**config.mk**
```make
export PLATFORM = sky130hd
export DESIGN_NAME = id_inst_queue
export DESIGN_NICKNAME = d
export VERILOG_FILES = /design/src/rtl/id_inst_queue_pkg.sv /design/src/rtl/id_queue_ram.sv /design/src/rtl/id_inst_queue.sv
export SDC_FILE = /design/constraint.sdc
export NUM_CORES = 1
export LEC_CHECK = 0
export BUFFER_PORTS_ARGS = -buffer_cell sky130_fd_sc_hd__buf_4
export CORE_MARGIN = 2
export CORE_UTILIZATION = 52
export CTS_CLUSTER_SIZE = 14
export DETAILED_ROUTE_END_ITERATION = 6
export PLACE_DENSITY = 0.76
export SYNTH_ARGS = -nofsm -noshare
export SYNTH_HDL_FRONTEND = slang
export SYNTH_SLANG_ARGS = --single-unit
```
**constraint.sdc**
```tcl
create_clock -name clk -period 2.95 [get_ports clk]
set_clock_uncertainty 0.1 [all_clocks]
set_input_delay 0.7375 -clock clk [delete_from_list [all_inputs] [get_ports clk]]
set_output_delay 0.7375 -clock clk [all_outputs]
set_load 0.1 [all_outputs]
```
**src/rtl/id_inst_queue_pkg.sv**
```systemverilog
// ============================================================================
// Module   : id_inst_queue_pkg
// Purpose  : Shared types and constants for the IF->ID instruction queue.
//            - id_q_state_t : queue control state (NORMAL / DS_WAIT)
//            - ID_Q_ENTRY_WD: default packed {pc, inst} entry width
// Config   : none (ID_QUEUE_BYPASS_EN is consumed by id_inst_queue)
// Revision : 1.0 - initial release
// ============================================================================
`default_nettype none

package id_inst_queue_pkg;

    // NORMAL : ordinary queue operation
    // DS_WAIT: a taken branch has left the queue, its delay slot not yet fetched
    typedef enum logic [0:0] {
        ID_Q_NORMAL  = 1'b0,
        ID_Q_DS_WAIT = 1'b1
    } id_q_state_t;

    // Default width of one packed {pc, inst} entry (PC_W + INST_W = 32 + 32)
    localparam int ID_Q_ENTRY_WD = 64;

endpackage

`default_nettype wire

```
**src/rtl/id_queue_ram.sv**
```systemverilog
// ============================================================================
// Module   : id_queue_ram
// Purpose  : DEPTH x WIDTH register array backing the instruction queue.
//            One synchronous write port, one asynchronous read port.
//            Storage is deliberately not reset; the control logic never
//            presents an unwritten slot as valid.
// Ports    : clk        - clock
//            i_wr_en    - write strobe
//            i_wr_addr  - write slot
//            i_wr_data  - packed entry to store
//            i_rd_addr  - read slot
//            o_rd_data  - packed entry at i_rd_addr (combinational)
// Revision : 1.0 - initial release
// ============================================================================
`default_nettype none

module id_queue_ram
    import id_inst_queue_pkg::*;
#(
    parameter int DEPTH = 4,
    parameter int WIDTH = ID_Q_ENTRY_WD
) (
    input  logic                     clk,
    input  logic                     i_wr_en,
    input  logic [$clog2(DEPTH)-1:0] i_wr_addr,
    input  logic [WIDTH-1:0]         i_wr_data,
    input  logic [$clog2(DEPTH)-1:0] i_rd_addr,
    output logic [WIDTH-1:0]         o_rd_data
);

    logic [WIDTH-1:0] r_mem [DEPTH];

    always_ff @(posedge clk) begin
        if (i_wr_en) begin
            r_mem[i_wr_addr] <= i_wr_data;
        end
    end

    assign o_rd_data = r_mem[i_rd_addr];

endmodule

`default_nettype wire

```
**src/rtl/id_inst_queue.sv**
```systemverilog
// ============================================================================
// Module   : id_inst_queue
// Purpose  : DEPTH-entry circular queue of {pc, inst} between IF and ID with
//            valid/ready on both sides. Handles MIPS branch-delay-slot
//            retention on a taken branch and full discard on exception.
// Ports    : clk, rst (async, active-low)
//            in_valid/in_ready/in_pc/in_inst     - IF side
//            out_valid/out_ready/out_pc/out_inst - ID side (data 0 when idle)
//            br_taken  - head being popped is a taken branch/jump
//            exc_flush - discard all contents (highest priority)
//            level     - registered occupancy
// Config   : `define ID_QUEUE_BYPASS_EN for 0-cycle pass-through when the
//            queue is empty in NORMAL state.
// Revision : 1.0 - initial release
// ============================================================================
`default_nettype none

module id_inst_queue
    import id_inst_queue_pkg::*;
#(
    parameter int DEPTH  = 4,
    parameter int PC_W   = 32,
    parameter int INST_W = 32
) (
    input  logic                     clk,
    input  logic                     rst,
    input  logic                     in_valid,
    output logic                     in_ready,
    input  logic [PC_W-1:0]          in_pc,
    input  logic [INST_W-1:0]        in_inst,
    output logic                     out_valid,
    input  logic                     out_ready,
    output logic [PC_W-1:0]          out_pc,
    output logic [INST_W-1:0]        out_inst,
    input  logic                     br_taken,
    input  logic                     exc_flush,
    output logic [$clog2(DEPTH):0]   level
);

    localparam int c_PTR_W   = $clog2(DEPTH);
    localparam int c_CNT_W   = c_PTR_W + 1;
    localparam int c_ENTRY_W = PC_W + INST_W;
    localparam logic [c_CNT_W-1:0] c_FULL = c_CNT_W'(DEPTH);
    localparam logic [c_CNT_W-1:0] c_ONE  = c_CNT_W'(1);
    localparam logic [c_CNT_W-1:0] c_TWO  = c_CNT_W'(2);

    id_q_state_t          r_state;
    logic [c_CNT_W-1:0]   r_count;
    logic [c_PTR_W-1:0]   r_rd_ptr;
    logic [c_PTR_W-1:0]   r_wr_ptr;

    logic                 w_q_valid;
    logic                 w_bypass;
    logic                 w_push;
    logic                 w_pop;
    logic                 w_byp_pop;
    logic                 w_br;
    logic                 w_keep;
    logic                 w_wr_en;
    logic [c_ENTRY_W-1:0] w_rd_data;

    // ------------------------------------------------------------------
    // Handshake and qualification
    // ------------------------------------------------------------------
    always_comb begin
        w_q_valid = (r_state == ID_Q_NORMAL) && (r_count != '0);
`ifdef ID_QUEUE_BYPASS_EN
        w_bypass  = (r_count == '0) && (r_state == ID_Q_NORMAL) && in_valid && !exc_flush;
`else
        w_bypass  = 1'b0;
`endif
        // A full queue refuses the push even if the head leaves this cycle.
        in_ready  = (r_count != c_FULL);
        out_valid = w_q_valid || w_bypass;

        w_push    = in_valid && in_ready;
        w_pop     = w_q_valid && out_ready;
        w_byp_pop = w_bypass && out_ready;

        // br_taken only means something when a NORMAL-state pop happens.
        w_br      = br_taken && (r_state == ID_Q_NORMAL) && (w_pop || w_byp_pop);
        // Entries left behind the branch: the next one is the delay slot.
        w_keep    = w_br && w_pop && (r_count >= c_TWO);

        // A bypassed entry is consumed without being stored; when the delay
        // slot is already queued, a concurrent fetch is off-path.
        w_wr_en   = w_push && !exc_flush && !w_keep && !w_byp_pop;

        out_pc    = '0;
        out_inst  = '0;
        if (w_q_valid) begin
            {out_pc, out_inst} = w_rd_data;
        end else if (w_bypass) begin
            out_pc   = in_pc;
            out_inst = in_inst;
        end

        level     = r_count;
    end

    // ------------------------------------------------------------------
    // Pointer / count / state update
    // ------------------------------------------------------------------
    always_ff @(posedge clk or negedge rst) begin
        if (!rst) begin
            r_state  <= ID_Q_NORMAL;
            r_count  <= '0;
            r_rd_ptr <= '0;
            r_wr_ptr <= '0;
        end else if (exc_flush) begin
            r_state  <= ID_Q_NORMAL;
            r_count  <= '0;
            r_wr_ptr <= r_rd_ptr;
        end else if (r_state == ID_Q_DS_WAIT) begin
            // Queue is empty here; the first fetch is the delay slot.
            if (w_push) begin
                r_wr_ptr <= r_wr_ptr + c_PTR_W'(1);
                r_count  <= c_ONE;
                r_state  <= ID_Q_NORMAL;
            end
        end else if (w_byp_pop) begin
            if (br_taken) begin
                r_state <= ID_Q_DS_WAIT;
            end
        end else if (w_br) begin
            r_rd_ptr <= r_rd_ptr + c_PTR_W'(1);
            if (w_keep) begin
                // Truncate the queue right after the delay slot.
                r_wr_ptr <= r_rd_ptr + c_PTR_W'(2);
                r_count  <= c_ONE;
            end else if (w_push) begin
                r_wr_ptr <= r_wr_ptr + c_PTR_W'(1);
                r_count  <= c_ONE;
            end else begin
                r_count  <= '0;
                r_state  <= ID_Q_DS_WAIT;
            end
        end else begin
            if (w_push) begin
                r_wr_ptr <= r_wr_ptr + c_PTR_W'(1);
            end
            if (w_pop) begin
                r_rd_ptr <= r_rd_ptr + c_PTR_W'(1);
            end
            case ({w_push, w_pop})
                2'b10:   r_count <= r_count + c_ONE;
                2'b01:   r_count <= r_count - c_ONE;
                default: r_count <= r_count;
            endcase
        end
    end

    // ------------------------------------------------------------------
    // Entry storage
    // ------------------------------------------------------------------
    id_queue_ram #(
        .DEPTH (DEPTH),
        .WIDTH (c_ENTRY_W)
    ) u_ram (
        .clk       (clk),
        .i_wr_en   (w_wr_en),
        .i_wr_addr (r_wr_ptr),
        .i_wr_data ({in_pc, in_inst}),
        .i_rd_addr (r_rd_ptr),
        .o_rd_data (w_rd_data)
    );

endmodule

`default_nettype wire
```
==> impl_metrics.json <==
{
  "violated_checks": "setup timing",
  "netlist_top_cells_count": "edfxtp_1 (256), and2_1 (64), mux4_2 (64)",
  "cellInternalPower_uw": 10200,
  "rsz_0062_raised_after_global_routing": "true",
  "effective_utilization_at_floorplan_pct": 52.9,
  "switching_power_uw": 6750,
  "r2r.worst_path.cells": 8,
  "final-hold-violation-count": 0,
  "setup_slack_ps": -70.6,
  "worstSetupEndpointType": "output pin",
  "required_ps": 2110,
  "fmax_mhz": 331,
  "num_rows": 51,
  "routed_wire_length_per_instance_um": 23.7,
  "finalCritPeriodShare_pct": 102,
  "timing.critical_path.slowest_cell_delay_ps": 550,
  "number_of_global_route_vias_before_repair": 5631,
  "ys_ff_latch": 264,
  "combPwrFrac_pct": 53.2,
  "global_route_total_usage_across_every_layer_pct": 21.2,
  "clockPowerShare_pct": 18.8,
  "timing.critical_path.from_type": "flip-flop",
  "cts_root_buffer": "clkbuf_16",
  "power.density_cell_area_mw_per_mm2": 1210,
  "layout-drive-gt1-share_pct": 52.5,
  "global_route.overflow_total": 0,
  "hold_depth": 1,
  "route.vias.total": 5221,
  "power_leakage_uw": 0.00491,
  "dp.final_hpwl_mm": 11.7,
  "core_mm2": 0.0194,
  "antenna-diode-count": 0,
  "setup_viol_count_final": 59,
  "nFillCells": 1135,
  "finalCriticalPeriod_ps": 3020,
  "syn-instance-count": 472,
  "worst-setup-path-type": "reg2out",
  "worst_pin_slew_ps": 400,
  "port_buffers": 138,
  "worstHoldPathType": "in2reg",
  "ctsHtreeMaxLevel": 1,
  "drc_errors": 0,
  "grt_antenna_before_repair": 0,
  "cts.clk_slew.worst_paths_ps": 60,
  "antenna_violating_nets_post_route": 0,
  "die_h_um": 144,
  "fraction_of_met1_tracks_used_by_global_routing_pct": 27.2,
  "detail_route.wirelength_mm": 22.3,
  "regToRegEndpoint": "level[2]$_DFFE_PN0P_",
  "clockBufferDepth": 3,
  "timing.max_cap.violations": 0,
  "worst-endpoint-arrival_ps": 2180,
  "dpl_worst_slack_ps": 261,
  "worstPathMaxFanout": 7,
  "synthesis.area_per_instance_um2": 21.7,
  "hold_path_end": "u_ram.r_mem[0][8]$_DFFE_PP_",
  "cts_tree": "done",
  "dieArea_mm2": 0.0209,
  "synth_async_sr_flop_share_pct": 3.03,
  "worst_r2r_startpoint": "level[0]$_DFFE_PN0P_",
  "synth_area_mm2": 0.0103,
  "cts_made_buffers": 27,
  "floorplan.die.width_um": 144,
  "synthMostInstantiatedCell": "edfxtp_1",
  "final_nets": 727,
  "r2r_setup_slack_ps": 390,
  "worst_ir_drop_vdd_v": 0.000948,
  "top_area_cell_type_share_of_the_netlist_area_pct": 74.9,
  "synth_cell_type_count": 37,
  "area_delta_synth_final_pct": 36.7,
  "share_seq_of_total_power_pct": 27.9,
  "swShare_pct": 39.8,
  "timing.max_slew.rel_slack_pct": 73.2,
  "clock_sink_total": 264,
  "io_pins": 139,
  "synth_enable_flop_cells": 256,
  "cell_by_cell_trace_of_the_critical_path": "buf_6, buf_16, mux4_2, and2_4, buf_12",
  "ys.flop_type": "edfxtp_1",
  "post-synth-top-area-cell": "edfxtp_1",
  "timing.hold.worst.start": "in_inst[8]",
  "detail_route.iter0.violations": 486,
  "grtUsageMet2_pct": 37.7,
  "run_status": "complete, but fails checks",
  "worstSkewPairLatency_ps": 520,
  "grt_max_degree": 42,
  "number_of_detailed_routing_iterations_run_before_antenna_repair": 4,
  "final-max-slew-violation-count": 0,
  "post_drt_via_cell_ratio": 5.57,
  "seq_area_frac_synth_pct": 76.9,
  "mappedNetlistNets": 547,
  "setup-tns-final_ps": -1580,
  "ys.warnings.count": 0,
  "cp_slowest_cell": "mux4_2",
  "gpl.final_weighted_congestion": 0.847,
  "grt_first_pass_wirelength_mm": 32.8,
  "synth.area.top_cells": "edfxtp_1 (75%), mux4_2 (14%), and2_1 (3.9%), dfrtp_1 (2.0%), clkbuf_1 (0.51%)",
  "use_met3_pct": 4.34,
  "grt_most_used_layer": "met2",
  "timing.hold.ws_ps": 308
}
## layout by cell type, fill, tap and decap left out, types with 2 or more instances in the layout
cell type  instances
edfxtp_1         256
buf_4             80
buf_12            78
mux4_2            64
and2_4            64
clkbuf_16         30
clkbuf_1           8
buf_16             8
clkinv_1           6
inv_1              5
nor2_1             5
a21oi_1            5
clkinv_2           5
and3_4             4
ha_1               4
buf_6              4
nor3_1             3
xnor2_1            3
nand2_1            3
dfrtp_2            3
dfrtp_1            3
or3_1              2
nor2b_1            2
nor3b_1            2
bufinv_16          2
dfrtp_4            2
## timing repair
item / in CTS / in global routing
endpoints found under the setup margin: 64 / 64
hold buffers: 1 / 0
gates cloned: 6 / 3
hold endpoints to repair: 8 / 0
gates resized for setup: 217 / 42
setup buffers: 7 / 0
## through the flow
stage | cells | total power [µW] | area, µm² | utilization (%)
after CTS | 935 | 16600 | 13800 | 71.2
after floorplan | 472 | 10100 | 10400 | -
final | 938 | 17000 | 14000 | 72.3
after global routing | 938 | 17500 | 14000 | 72.3
after global placement | 871 | 11500 | 12000 | 61.7
after detailed placement | 871 | 11600 | 12000 | 61.7
## registers in the layout, indices dropped and copies added (netlist names)
register / flops
r_rd_ptr: 2
r_wr_ptr: 2
u_ram.r_mem: 256
level: 3
r_state: 1
## logic make-up after synthesis
family | after synthesis | share of synthesized area (%)
adders and majority gates | 5 | 0.683
and+or+nand+nor | 90 | 5.39
muxes | 66 | 14.3
xor gates and xnor gates | 4 | 0.341
AOI/OAI and AO/OA | 14 | 1.21
DFF | 264 | 76.9
buffers and inverters | 29 | 1.26
## per-layer routing
layer | up-vias | part of all wire, %
met2 | 198 | 52
met3 | 34 | 6.0
met4 | 0 | 1.7
met1 | 2693 | 40
li1 | 2296 | -
met5 | - | 0
## worst max path at each step
stage                                        from              endpoint  slack, ps
after detailed placement                out_ready  level[2]$_DFFE_PN0P_        260
after global placement    r_rd_ptr[0]$_DFFE_PN0P_           out_inst[9]        320
after CTS                 r_rd_ptr[0]$_DFFE_PN0P_            out_pc[25]       -120
final                     r_rd_ptr[0]$_DFFE_PN0P_            out_pc[18]        -70
after floorplan              level[0]$_DFFE_PN0P_          out_inst[22]       -120
after global routing      r_rd_ptr[0]$_DFFE_PN0P_            out_pc[18]       -130
## worst max-delay path: cells and delay by family, from the launching register on
kind	cells	cell delay (ps)
buffers and inverters	3	450
DFF	1	470
muxes	1	550
and+or+nand+nor	1	190
## final cells by class
cell class              instances  area (µm²)  share of cell area, %
well taps                     265         332                   2.36
repair buffers                174        2510                   17.9
inverters                       6        22.5                  0.161
multi-input cells             179        2430                   17.3
clock inverters                15         124                  0.883
flip-flops and latches        264        7900                   56.3
clock buffers                  35         706                   5.03
## power by group through the flow
stage               combinational [µW]  sequential, µW  clock (µW)
global placement                  6750            4800           0
detailed placement                6800            4830           0
floorplan                         5280            4780           0
CTS                               8650            4740        3240
finish                            9030            4740        3190
global route                      9350            4770        3390
Power figures use the tool's default switching activity.
